===== config.mk =====
export PLATFORM = sky130hd
export DESIGN_NAME = unidade_controle
export DESIGN_NICKNAME = d
export VERILOG_FILES = /design/src/rtl/nrisc_pkg.sv /design/src/rtl/controle_decod.sv /design/src/rtl/unidade_controle.sv
export SDC_FILE = /design/constraint.sdc
export NUM_CORES = 1
export LEC_CHECK = 0
export CAP_MARGIN = 20
export CORE_UTILIZATION = 45
export CTS_CLUSTER_SIZE = 28
export DETAILED_ROUTE_END_ITERATION = 16
export PLACE_DENSITY = 0.78
export SETUP_SLACK_MARGIN = 0.4
export SYNTH_ARGS = -nofsm -noshare
export SYNTH_HDL_FRONTEND = slang
export SYNTH_SLANG_ARGS = --single-unit

===== constraint.sdc =====
create_clock -name clk -period 2.3 [get_ports clk]
set_clock_uncertainty 0.15 [all_clocks]
set_input_delay 0.575 -clock clk [delete_from_list [all_inputs] [get_ports clk]]
set_output_delay 0.575 -clock clk [all_outputs]
set_load 0.03 [all_outputs]

===== src/rtl/nrisc_pkg.sv =====
// nrisc_pkg: shared types and constants for the nRISC multicycle control unit.
// Holds the FSM state encoding, the 3-bit opcodes, the mux-select codes and the
// control-word struct passed from the state decoder to the top.
package nrisc_pkg;

  typedef enum logic [3:0] {
    IDLE,
    FETCH,
    DECODE,
    EXEC_R,
    EXEC_I,
    WB_ALU,
    MEM_ADDR,
    MEM_RD,
    WB_MEM,
    MEM_WR,
    BRANCH,
    JUMP,
    HALT
  } state_t;

  localparam logic [2:0] OP_ADD  = 3'b000;
  localparam logic [2:0] OP_LW   = 3'b001;
  localparam logic [2:0] OP_SW   = 3'b010;
  localparam logic [2:0] OP_ADDI = 3'b011;
  localparam logic [2:0] OP_BEQZ = 3'b100;
  localparam logic [2:0] OP_JR   = 3'b101;
  localparam logic [2:0] OP_ILL  = 3'b110;
  localparam logic [2:0] OP_HALT = 3'b111;

  // PC source mux
  localparam logic [1:0] PC_SRC_INC = 2'b00;
  localparam logic [1:0] PC_SRC_BR  = 2'b01;
  localparam logic [1:0] PC_SRC_REG = 2'b10;

  // ALU operand-B mux
  localparam logic [1:0] ALUB_RS   = 2'b00;
  localparam logic [1:0] ALUB_ONE  = 2'b01;
  localparam logic [1:0] ALUB_SX1  = 2'b10;
  localparam logic [1:0] ALUB_SX2  = 2'b11;

  // ALU operation
  localparam logic [1:0] ALU_ADD   = 2'b00;
  localparam logic [1:0] ALU_SUB   = 2'b01;
  localparam logic [1:0] ALU_PASSA = 2'b10;

  typedef struct packed {
    logic       pc_write;
    logic [1:0] pc_src;
    logic [1:0] alu_src_b;
    logic [1:0] alu_op;
    logic       reg_dst_sel;
    logic       ir_write;
    logic       mem_read;
    logic       mem_write;
    logic       reg_write;
    logic       halted;
  } ctrl_t;

endpackage


===== src/rtl/controle_decod.sv =====
// controle_decod: combinational state-to-control-word decode (Moore outputs).
// Latency: 0 cycles (pure logic). Backpressure: mem_ready gates the FETCH
// PC/IR strobes so a stalled fetch never advances the PC.
// Ports: state (registered FSM state), zero (ALU zero flag), sub_sel (instr
// bit 0, selects SUB in EXEC_R), mem_ready (memory handshake), ctrl (outputs).
module controle_decod
  import nrisc_pkg::*;
(
  input  state_t state,
  input  logic   zero,
  input  logic   sub_sel,
  input  logic   mem_ready,
  output ctrl_t  ctrl
);

  always_comb begin
    ctrl = '0;
    unique case (state)
      FETCH: begin
        ctrl.mem_read = 1'b1;
        ctrl.pc_src   = PC_SRC_INC;
        // PC and IR only load on the cycle the fetched word is actually there.
        ctrl.ir_write = mem_ready;
        ctrl.pc_write = mem_ready;
      end
      EXEC_R: begin
        ctrl.alu_src_b = ALUB_RS;
        ctrl.alu_op    = sub_sel ? ALU_SUB : ALU_ADD;
      end
      EXEC_I: begin
        ctrl.alu_src_b = ALUB_SX2;
        ctrl.alu_op    = ALU_ADD;
      end
      WB_ALU: begin
        ctrl.reg_write   = 1'b1;
        ctrl.reg_dst_sel = 1'b0;
      end
      MEM_ADDR: begin
        ctrl.alu_src_b = ALUB_SX1;
        ctrl.alu_op    = ALU_ADD;
      end
      MEM_RD: ctrl.mem_read = 1'b1;
      WB_MEM: begin
        ctrl.reg_write   = 1'b1;
        ctrl.reg_dst_sel = 1'b1;
      end
      MEM_WR: ctrl.mem_write = 1'b1;
      BRANCH: begin
        ctrl.alu_op   = ALU_PASSA;
        ctrl.pc_src   = PC_SRC_BR;
        ctrl.pc_write = zero;
      end
      JUMP: begin
        ctrl.pc_src   = PC_SRC_REG;
        ctrl.pc_write = 1'b1;
      end
      HALT: ctrl.halted = 1'b1;
      default: ctrl = '0;
    endcase
  end

endmodule


===== src/rtl/unidade_controle.sv =====
// unidade_controle: multicycle control FSM for the 8-bit nRISC datapath.
// Latency (FETCH included): R/ADDI 4, LW 5, SW 4, BEQZ 3, JR 3 cycles.
// Backpressure: with NRISC_MEM_WAIT_EN defined, FETCH/MEM_RD/MEM_WR hold until
// mem_ready=1 (adds the mem_ready input); otherwise memory is single-cycle.
// Ports: clk/rst_n (async active-low), instr (IR), zero (ALU flag), datapath
// selects and strobes, halted, illegal_op pulse, instr_count (retired, wraps).
module unidade_controle
  import nrisc_pkg::*;
#(
  parameter int INSTR_W = 8,
  parameter int CNT_W   = 8
) (
  input  logic               clk,
  input  logic               rst_n,
  input  logic [INSTR_W-1:0] instr,
  input  logic               zero,
`ifdef NRISC_MEM_WAIT_EN
  input  logic               mem_ready,
`endif
  output logic               pc_write,
  output logic [1:0]         pc_src,
  output logic [1:0]         alu_src_b,
  output logic [1:0]         alu_op,
  output logic               reg_dst_sel,
  output logic               ir_write,
  output logic               mem_read,
  output logic               mem_write,
  output logic               reg_write,
  output logic               halted,
  output logic               illegal_op,
  output logic [CNT_W-1:0]   instr_count
);

  state_t             state_q, state_d;
  logic [2:0]         op_q, op_d;
  logic [CNT_W-1:0]   cnt_q, cnt_d;
  logic               ill_q, ill_d;
  logic               retire;
  logic               mem_rdy;
  logic [2:0]         opcode;
  ctrl_t              ctrl;

`ifdef NRISC_MEM_WAIT_EN
  assign mem_rdy = mem_ready;
`else
  assign mem_rdy = 1'b1;
`endif

  assign opcode = instr[INSTR_W-1 -: 3];

  // Operand fields are consumed by the datapath, not by the controller.
  logic unused_instr;
  assign unused_instr = ^instr[INSTR_W-4:1];

  always_comb begin
    state_d = state_q;
    op_d    = op_q;
    cnt_d   = cnt_q;
    ill_d   = 1'b0;
    retire  = 1'b0;
    unique case (state_q)
      IDLE:   state_d = FETCH;
      FETCH:  if (mem_rdy) state_d = DECODE;
      DECODE: begin
        op_d = opcode;
        unique case (opcode)
          OP_ADD:        state_d = EXEC_R;
          OP_ADDI:       state_d = EXEC_I;
          OP_LW, OP_SW:  state_d = MEM_ADDR;
          OP_BEQZ:       state_d = BRANCH;
          OP_JR:         state_d = JUMP;
          OP_HALT: begin
            // HALT counts as retired on the way in; it never leaves.
            state_d = HALT;
            retire  = 1'b1;
          end
          default: begin
            state_d = FETCH;
            ill_d   = 1'b1;
          end
        endcase
      end
      EXEC_R, EXEC_I: state_d = WB_ALU;
      MEM_ADDR:       state_d = (op_q == OP_LW) ? MEM_RD : MEM_WR;
      MEM_RD:         if (mem_rdy) state_d = WB_MEM;
      MEM_WR: begin
        if (mem_rdy) begin
          state_d = FETCH;
          retire  = 1'b1;
        end
      end
      WB_ALU, WB_MEM, BRANCH, JUMP: begin
        state_d = FETCH;
        retire  = 1'b1;
      end
      HALT:    state_d = HALT;
      default: state_d = IDLE;
    endcase
    if (retire) cnt_d = cnt_q + CNT_W'(1);
  end

  always_ff @(posedge clk or negedge rst_n) begin
    if (!rst_n) begin
      state_q <= IDLE;
      op_q    <= '0;
      cnt_q   <= '0;
      ill_q   <= 1'b0;
    end else begin
      state_q <= state_d;
      op_q    <= op_d;
      cnt_q   <= cnt_d;
      ill_q   <= ill_d;
    end
  end

  controle_decod u_decod (
    .state     (state_q),
    .zero      (zero),
    .sub_sel   (instr[0]),
    .mem_ready (mem_rdy),
    .ctrl      (ctrl)
  );

  assign pc_write    = ctrl.pc_write;
  assign pc_src      = ctrl.pc_src;
  assign alu_src_b   = ctrl.alu_src_b;
  assign alu_op      = ctrl.alu_op;
  assign reg_dst_sel = ctrl.reg_dst_sel;
  assign ir_write    = ctrl.ir_write;
  assign mem_read    = ctrl.mem_read;
  assign mem_write   = ctrl.mem_write;
  assign reg_write   = ctrl.reg_write;
  assign halted      = ctrl.halted;
  assign illegal_op  = ill_q;
  assign instr_count = cnt_q;

endmodule


Word-level counts from Yosys, hierarchy flattened:

Index checks and enable logic that the tools add are counted.
W data, S select, Z words.

* register bits after elaboration: 16
* input port bits: 11

* add/subtract/negate cells: 1
* eq/ne operators: 19
* multiplexer cells: 17
* reduce and logical (&&, ||, !) cells: 9

Operators with widths (count)
* $pmux W4 S7: 1
* $pmux W4 S6: 1
* $eq A4 B4 Y1 const B: 5
* $eq A4 B3 Y1 const B: 4
* $mux W1: 10
* $eq A3 B3 Y1 const B: 3
* $pmux W3 S3: 1
* $add A8 B1 Y8 const B: 1
* $eq A4 B2 Y1 const B: 2
* $pmux W2 S2: 2
* $reduce_or A2 Y1: 4
* $reduce_or A7 Y1: 1
* $eq A3 B1 Y1 const B: 2
* $eq A3 B2 Y1 const B: 2
* $reduce_or A6 Y1: 1
* $reduce_or A5 Y1: 1
* $eq A4 B1 Y1 const B: 1
* $logic_not A4 Y1: 1
* $mux W4: 1
* $logic_not A3 Y1: 1
* $pmux W1 S2: 1

Depth between registers and ports, before layout:

Gate-level depths: netlist of run 1.

* depth after elaboration: 4
* depth in mapped cells: 6
* mapped depth without buffers: 4

Modules after synthesis:

Synthesis of run 1 repeated with hierarchy kept, for this count alone.

* cell total of the unflattened synthesis: 102
* area, all modules: 1049.8 µm²

By module, submodules not included
* unidade_controle: instances 1, cells an instance 76, area each 843.3 µm²
* controle_decod: instances 1, cells an instance 26, area each 206.4 µm²

Worst setup path after synthesis of run 1:

No wires, ideal clock.

* path type: register to output
* from: reg state_q[1]
* to: out alu_op[0]
* data arrival time: 1.773 ns
* data required time: 1.575 ns
* slack: -0.198 ns
* cell stages (with the launch flop): 5
* buffers on the path: 2
* cell sequence: dfrtp_1 > buf_4 > buf_2 > nand2_1 > nor4b_1

* cells in the longest elaborated chain, start to end: 2
* elaborated cells between the ends (all ways): 3
* those cells by class: eq/ne (2); mux (1)

Ends and longest elaborated chain
* start, declared: RTL line unidade_controle.sv:34 `state_t state_q, state_d;`
* start signal, assigned: RTL line unidade_controle.sv:109 `state_q <= state_d;`
* $eq A4 B4 Y1 or $eq A4 B2 Y1 (tied branches): RTL line controle_decod.sv:18 `unique case (state)`
* $pmux W2 S2 (*): RTL line controle_decod.sv:18
* end, declared: RTL line unidade_controle.sv:23 `output logic [1:0] alu_op,`

Every way passes the cells marked *; elsewhere a longest branch is shown, timed or not.

Final worst setup path of run 1:

* from: reg state_q[2]
* to: out mem_read

* cells in the longest elaborated chain, start to end: 3
* elaborated cells between the ends (all ways): 4
* those cells by class: eq/ne (2); mux (1); reduce/logical (1)

Ends and longest elaborated chain
* $eq A4 B3 Y1 or $eq A4 B1 Y1 (tied branches): RTL line controle_decod.sv:18
* $reduce_or A2 Y1 (no source line) (*)
* $mux W1 (*): RTL line controle_decod.sv:18
* end, declared: RTL line unidade_controle.sv:26 `output logic mem_read,`

Marks and branches as above.

==> results by group, run 1 <==
Critical path
  • Slack of the worst reg-to-reg path: 0.25 ns
  • R2R cell count: 8
  • Endpoint kind of the worst setup timing path: output pin
  • Start-to-end type of the worst setup path: reg2out
  • Family with the most delay on the worst path: flip-flops
  • Buffers plus inverters on the worst setup path: 2
  • Crit start category: flop
  • Worst Path Max Fanout: 5
  • Worst reg2reg startpoint: state_q[2]
  • Maximum single-stage delay on the critical path: 0.47 ns
  • Data arrival, critical path: between 1 and 1.5 ns
  • Endpoint of the most critical register-to-register path: state_q[0]
  • Required time of the worst setup path: ~1.6 ns
  • Crit-path cells: buf_8 > nor2_1 > o211a_1 > buf_6
  • Crit-path slowest cell: sky130_fd_sc_hd__dfrtp_2

Logic synthesis
  • Gate count of the mapped netlist: ~100
  • Area fraction of the dominant cell type after synthesis: 39.5%
  • Yosys warns: 0
  • Sequential fraction of the synthesis area: around two fifths
  • Main synth FF type: sky130_fd_sc_hd__dfrtp_1
  • Cell type contributing the most total cell area after synthesis: sky130_fd_sc_hd__dfrtp_1
  • Area contributors post-synth: sky130_fd_sc_hd__dfrtp_1 40%, sky130_fd_sc_hd__xnor2_1 6.0%, sky130_fd_sc_hd__mux2_2 4.4%
  • Synth async-reset ratio: 100%
  • Cell area after synthesis: 1010 µm²
  • Number of distinct library cells after synthesis: 37
  • Count of flip-flops with a built-in enable after synthesis: 0
  • Seq cells post-synth: 16
  • Post-Syn Area per Cell: 9.74 µm²
  • Synthesized netlist net count: 116

STA
  • Unrepaired setup endpoints after global routing: yes
  • Post-route clock period utilization: 94.8%
  • Total count of hold-check failures in the final report: 0
  • Time the final worst path needs with I/O delays and setup: 2.18 ns
  • Worst-case hold slack: 0.323 ns
  • Total Neg Setup Slack: 0 ns
  • Highest clock rate: 458 MHz
  • Number of max-slew violations in the final report: 0
  • Worst Slack Setup Final: 0.119 ns
  • Setup violation total in the final timing report: 0
  • Transition at the pin with the smallest max-transition slack: 0.383 ns
  • Worst relative slew slack: 74.5%

Die
  • Placeable core area: 2040 µm²
  • I/O pin count: 33
  • Die Span X: 49.5 µm
  • Total Die Area: 2450 µm²
  • Starting utilization of the core area: 49.6%
  • Row Count: 16
  • Die span in y: 49.5 µm

GRT
  • Pin count of the biggest net entering global routing: 17
  • Vias in the first global route: 881
  • Antenna violations before repair: 0
  • Wire length of the first global-routing pass: a little over 4000 µm
  • Global-route total usage across every layer: 21.9%
  • Leftover overflow at the end of global routing: 0

Hold path
  • Worst Hold Launch: instr_count[7]
  • Hold Path Stages: 1
  • Classification of the worst-slack hold path: reg2reg
  • Worst hold endpoint: instr_count[7]

Clock network
  • Number of buffers created by CTS: 3
  • Clock-pin slew on the worst setup and hold paths: 0.08 ns
  • Clock Sink Count: 16
  • Buffer levels on the longest clock path: 2
  • Clk Latency, worst-skew pair: 0.28 ns
  • Cell at the root of the clock tree: sky130_fd_sc_hd__clkbuf_4
  • Maximum level of the CTS H-tree: 1
  • TritonCTS clock tree: built
  • Cts hold-fix bufs: 0

Power and ir drop
  • Largest voltage drop on the vdd net: roughly 0.79 mV
  • Leak: 0.839 nW
  • Cell area power density: roughly 1400 nW/µm²

Route
  • Routed len/inst: 17.2 µm
  • Detailed router's first-iteration violation count: 35
  • Length of the first detailed-routing pass in iterations: 4
  • Total routed wirelength: 3240 µm
  • Routed Antenna Nets: 0
  • Average via count per standard cell: ~5.5
  • Vias: about 1,000
  • DRC violation count after routing: 0

Finish
  • Number of inserted filler cells in the final layout: 91
  • Sequential cell area: between 400 and 500 µm²
  • Number of nets in the layout: 176
  • Most common cell after layout, fill and taps aside: sky130_fd_sc_hd__buf_4
  • Most frequent cells in the layout: 30 x sky130_fd_sc_hd__buf_4, 16 x sky130_fd_sc_hd__buf_6, 12 x sky130_fd_sc_hd__dfrtp_1, 8 x sky130_fd_sc_hd__dlygate4sd2_1, 6 x sky130_fd_sc_hd__xnor2_1
  • Final design utilization: between 80 and 90%
  • Layout area overhead: 75.2%
  • Share of cells above drive strength 1: 56.8%
  • Ant diodes: 0
  • Post-route cell area: 1780 µm²
  • Area of combinational cells with multiple inputs: between 700 and 800 µm²

Placed design
  • Total placed instance area: 1360 µm²
  • Number of input and output port buffers inserted: 28
  • Half-perimeter wire length of the detailed placement result: 1510 µm
  • Post-Place Worst Slack: 0.0852 ns
  • Placer's final routability congestion estimate: 0.885

Job
  • Maxcap violations: 0

Run status
  • Result of the run: complete, no violations
-- Yosys cell counts, types with 3 or more instances --
library cell / n
sky130_fd_sc_hd__a21oi_1: 4
sky130_fd_sc_hd__buf_2: 5
sky130_fd_sc_hd__nand2_1: 6
sky130_fd_sc_hd__nand3_1: 4
sky130_fd_sc_hd__dfrtp_1: 16
sky130_fd_sc_hd__o21ai_0: 3
sky130_fd_sc_hd__mux2_2: 4
sky130_fd_sc_hd__nand2b_1: 3
sky130_fd_sc_hd__nor3_1: 5
sky130_fd_sc_hd__and3_1: 4
sky130_fd_sc_hd__xnor2_1: 7
sky130_fd_sc_hd__nor2_1: 10
-- layer usage --
layer	share of wire, %	GRT usage [%]	up-vias
met2	54	37.9	44
li1	-	-	481
met1	40	26.3	514
met3	4.1	5.86	8
met4	2.2	6.67	0
met5	0	0	-
-- report_power, final --
part	internal, mW	switching (mW)	total [mW]
combinational	0.854	0.875	1.73
sequential	0.391	0.156	0.547
clock	0.0608	0.0818	0.143
-- stage by stage --
step | power [mW] | instances
floorplan | 1.30 | 104
global placement | 1.60 | 159
detailed placement | 1.63 | 159
CTS | 1.94 | 171
global route | 2.52 | 189
finish | 2.42 | 189
-- kinds of logic after synthesis --
group           share of synthesized area (%)
buf+inv                                  5.55
xor+xnor                                 7.78
flops                                    39.5
fa+ha+maj                                1.23
simple gates                             30.0
compound gates                           10.4
mux                                      5.56
-- registers in the layout, indices dropped and copies added, names as in the netlist --
name         count
illegal_op       1
instr_count      8
state_q          4
op_q             3
-- worst max path at each step --
stage,from,to,slack [ns],depth (start not counted)
5_1_grt,state_q[2],mem_read,0.05,4
3_3_place_gp,instr[7],instr_count[1],0.12,4
6_report,state_q[2],mem_read,0.12,4
4_1_cts,state_q[2],reg_write,0.15,4
3_5_place_dp,instr[7],instr_count[1],0.09,4
2_1_floorplan,state_q[1],alu_op[0],0.17,4
-- timing repair --
| item | in CTS | in global routing |
|---|---|---|
| pin swaps | 4 | 15 |
| endpoints found under the setup margin | 22 | 27 |
| gates resized for setup | 34 | 35 |
| setup buffers | 9 | 18 |
-- final cells by class --
type,instances,area share (%)
clock buffer,3,1.27
timing repair buffer,64,33.0
multi-input combinational,77,40.6
sequential,16,22.8
inverter,2,0.423
tap,27,1.90
Note: power is estimated with default switching activity, not from simulation.
==> inputs of run 2 (changes only) <==
CORE_ASPECT_RATIO = 0.6   (was unset)
CORE_MARGIN = 2   (was unset)
==> run 2 against run 1 <==
  * Worst setup slack improved by 0.015 ns
  * Global-route usage shrank 0.31 points
  * First-iteration DRC count up 77%
  * Utilization fell by 1.9 points
  * Via count grew 1.1%
  * Largest cell class unchanged
  * Highest routed layer unchanged
==> results by group, run 2 (same netlist as run 1, synthesis figures left out) <==
Clock network
  • Cts hold-fix bufs: 0 (unchanged)
  • Clk Latency, worst-skew pair: 0.26 ns (-0.02 ns)
  • Number of buffers created by CTS: 3 (unchanged)
  • Maximum level of the CTS H-tree: 1 (unchanged)
  • Clock Sink Count: 16 (unchanged)
  • Cell at the root of the clock tree: sky130_fd_sc_hd__clkbuf_8
  • Buffer levels on the longest clock path: 2 (unchanged)
  • Clock-pin slew on the worst setup and hold paths: 0.07 ns (about the same)
  • TritonCTS clock tree: built

Route
  • Met2 wire len: 1840 µm (+5.5%)
  • Average via count per standard cell: 5.46 (-1.5%)
  • DRC violation count after routing: 0 (unchanged)
  • Met1 WL: 1540 µm (+19%)
  • Routed Antenna Nets: 0 (unchanged)
  • Total routed wirelength: 3610 µm (+11%)
  • Metal3 WL: 173 µm (+29%)
  • Detailed router's first-iteration violation count: 62 (+77%)
  • Vias: 1,059 (+1.1%)
  • Routed len/inst: 18.6 µm (+8.5%)
  • Length of the first detailed-routing pass in iterations: 4 (unchanged)
  • Top Metal Used: met4

GRT
  • Leftover overflow at the end of global routing: 0 (unchanged)
  • Wire length of the first global-routing pass: 4060 µm (-0.66%)
  • Vias in the first global route: 810 (-8.1%)
  • Antenna violations before repair: 0 (unchanged)
  • Global-route total usage across every layer: 21.6% (-0.31 points)
  • Pin count of the biggest net entering global routing: 17 (unchanged)

Die
  • Total Die Area: 2660 µm² (+8.8%)
  • Starting utilization of the core area: 47.2% (-2.4 points)
  • Row Count: 13 (-3)
  • Die span in y: 40.8 µm (-18%)
  • Placeable core area: 2150 µm² (+5.1%)
  • I/O pin count: 33 (unchanged)
  • Die Span X: 65.3 µm (+32%)

Finish
  • Number of inserted filler cells in the final layout: 114 (+25%)
  • Number of nets in the layout: 177 (+0.57%)
  • Most common cell after layout, fill and taps aside: sky130_fd_sc_hd__buf_4
  • Ant diodes: 0 (unchanged)
  • Non-filler instance count after layout: 194 (+2.6%)
  • Most frequent cells in the layout: 28 x sky130_fd_sc_hd__buf_4, 19 x sky130_fd_sc_hd__buf_6, 13 x sky130_fd_sc_hd__dfrtp_1, 12 x sky130_fd_sc_hd__dlygate4sd2_1
  • Layout area overhead: 80.1%
  • Post-route cell area: 1830 µm² (+2.8%)
  • Number of flip-flops in the largest register: 8 (unchanged)
  • Share of cells above drive strength 1: 55.5% (-1.3 points)

STA
  • Number of max-slew violations in the final report: 0 (unchanged)
  • Time the final worst path needs with I/O delays and setup: 2.17 ns (-0.0153 ns)
  • Worst relative slew slack: 74.0% (-0.42 points)
  • Unrepaired setup endpoints after global routing: yes
  • Total count of hold-check failures in the final report: 0 (unchanged)
  • Transition at the pin with the smallest max-transition slack: 0.389 ns (+0.00623 ns)
  • Worst-case hold slack: 0.344 ns (+0.0209 ns)
  • Highest clock rate: 462 MHz (+0.71%)
  • Worst Slack Setup Final: 0.134 ns (+0.0153 ns)
  • Post-route clock period utilization: 94.2% (-0.67 points)
  • Total Neg Setup Slack: 0 ns (unchanged)
  • Setup violation total in the final timing report: 0 (unchanged)

Critical path
  • Required time of the worst setup path: 1.57 ns (about the same)
  • Data arrival, critical path: 1.44 ns (-0.02 ns)
  • Start-to-end type of the worst setup path: reg2out
  • Crit start category: flop
  • Worst Path Max Fanout: 13 (+8)
  • Endpoint kind of the worst setup timing path: output pin

Job
  • Maxcap violations: 0 (unchanged)

Placed design
  • Total placed instance area: 1360 µm² (-0.28%)
  • Placer's final routability congestion estimate: 0.776 (-12%)
  • Inst Count DP: 161 (+1.3%)
  • Number of input and output port buffers inserted: 28 (unchanged)
  • Half-perimeter wire length of the detailed placement result: 1600 µm (+6.2%)
  • Post-Place Worst Slack: 0.0999 ns (+0.0147 ns)

Power and ir drop
  • Largest voltage drop on the vdd net: 0.633 mV (-20%)
  • Sw Share: 44.7% (-1.3 points)
  • Clock power share: 10.0% (+4.1 points)
  • Cell area power density: 1410 nW/µm² (+3.8%)
  • Net switching power: 1.15 mW (+3.7%)
  • Leak: 0.853 nW (+1.6%)
  • Logic gate share of total power: 69.7% (-1.8 points)
  • Internal cell power: 1.43 mW (+9.2%)
  • Reg power frac: 20.3% (-2.3 points)

Run status
  • Result of the run: complete, no violations

Hold path
  • Classification of the worst-slack hold path: reg2reg
[run 2: cell types whose count changed in the layout (fill, tap and decap cells not counted), moves of 3 or more]
cell and delta:
sky130_fd_sc_hd__mux2_2 +3, sky130_fd_sc_hd__mux2_4 -3, sky130_fd_sc_hd__dlygate4sd2_1 +4, sky130_fd_sc_hd__clkbuf_8 +4
sky130_fd_sc_hd__buf_6 +3, sky130_fd_sc_hd__clkbuf_4 -3
[run 2: worst paths after layout]
path	to	slack (ns)	start	cells after the start
setup / recovery	pc_write	0.13	state_q[3]	5
hold / removal	instr_count[6]	0.34	instr_count[6]	1
setup reg to reg	instr_count[7]	0.30	state_q[2]	7
hold reg to reg	instr_count[6]	0.34	instr_count[6]	1
max in group asynchronous	state_q[1]	1.33	rst_n	2
min in group asynchronous	instr_count[6]	0.47	rst_n	2
[run 2: area by class of cell]
class / instances / area, µm² / share of cell area [%]
well taps: 30 / 37.5 / 2.06
flip-flops and latches: 16 / 404 / 22.1
repair buffers: 65 / 609 / 33.4
inverters: 2 / 7.51 / 0.411
multi-input cells: 77 / 712 / 39.0
clock buffers: 4 / 55.1 / 3.02
[run 2: repair_timing]
item,4_1_cts,5_1_grt
setup buffers,14,15
gates resized for setup,32,31
pin swaps,4,9
setup endpoints to repair,24,25
[run 2: power groups by stage]
stage | logic (mW) | registers [mW] | clock network, mW
floorplan | 0.750 | 0.555 | 0
global placement | 1.08 | 0.519 | 0
detailed placement | 1.10 | 0.525 | 0
CTS | 1.34 | 0.500 | 0.258
global route | 1.88 | 0.535 | 0.278
finish | 1.80 | 0.524 | 0.257
[run 2: through the flow]
stage | power [mW] | utilization [%]
finish | 2.58 | 85.0
global placement | 1.60 | 63.2
CTS | 2.09 | 73.4
floorplan | 1.30 | -
detailed placement | 1.62 | 63.2
global route | 2.69 | 85.0
[run 2: critical path: stages, from the launching register on]
cell	delay [ns]
sky130_fd_sc_hd__dfrtp_1	0.40
sky130_fd_sc_hd__buf_6	0.21
sky130_fd_sc_hd__xnor2_2	0.14
sky130_fd_sc_hd__nand2_1	0.12
sky130_fd_sc_hd__a21oi_4	0.16
sky130_fd_sc_hd__buf_6	0.15
[run 2: per-layer routing]
layer,global-route usage (%),up-vias
met4,6.25,0
li1,-,484
met1,28.8,510
met5,0,-
met2,34.7,53
met3,6.59,12
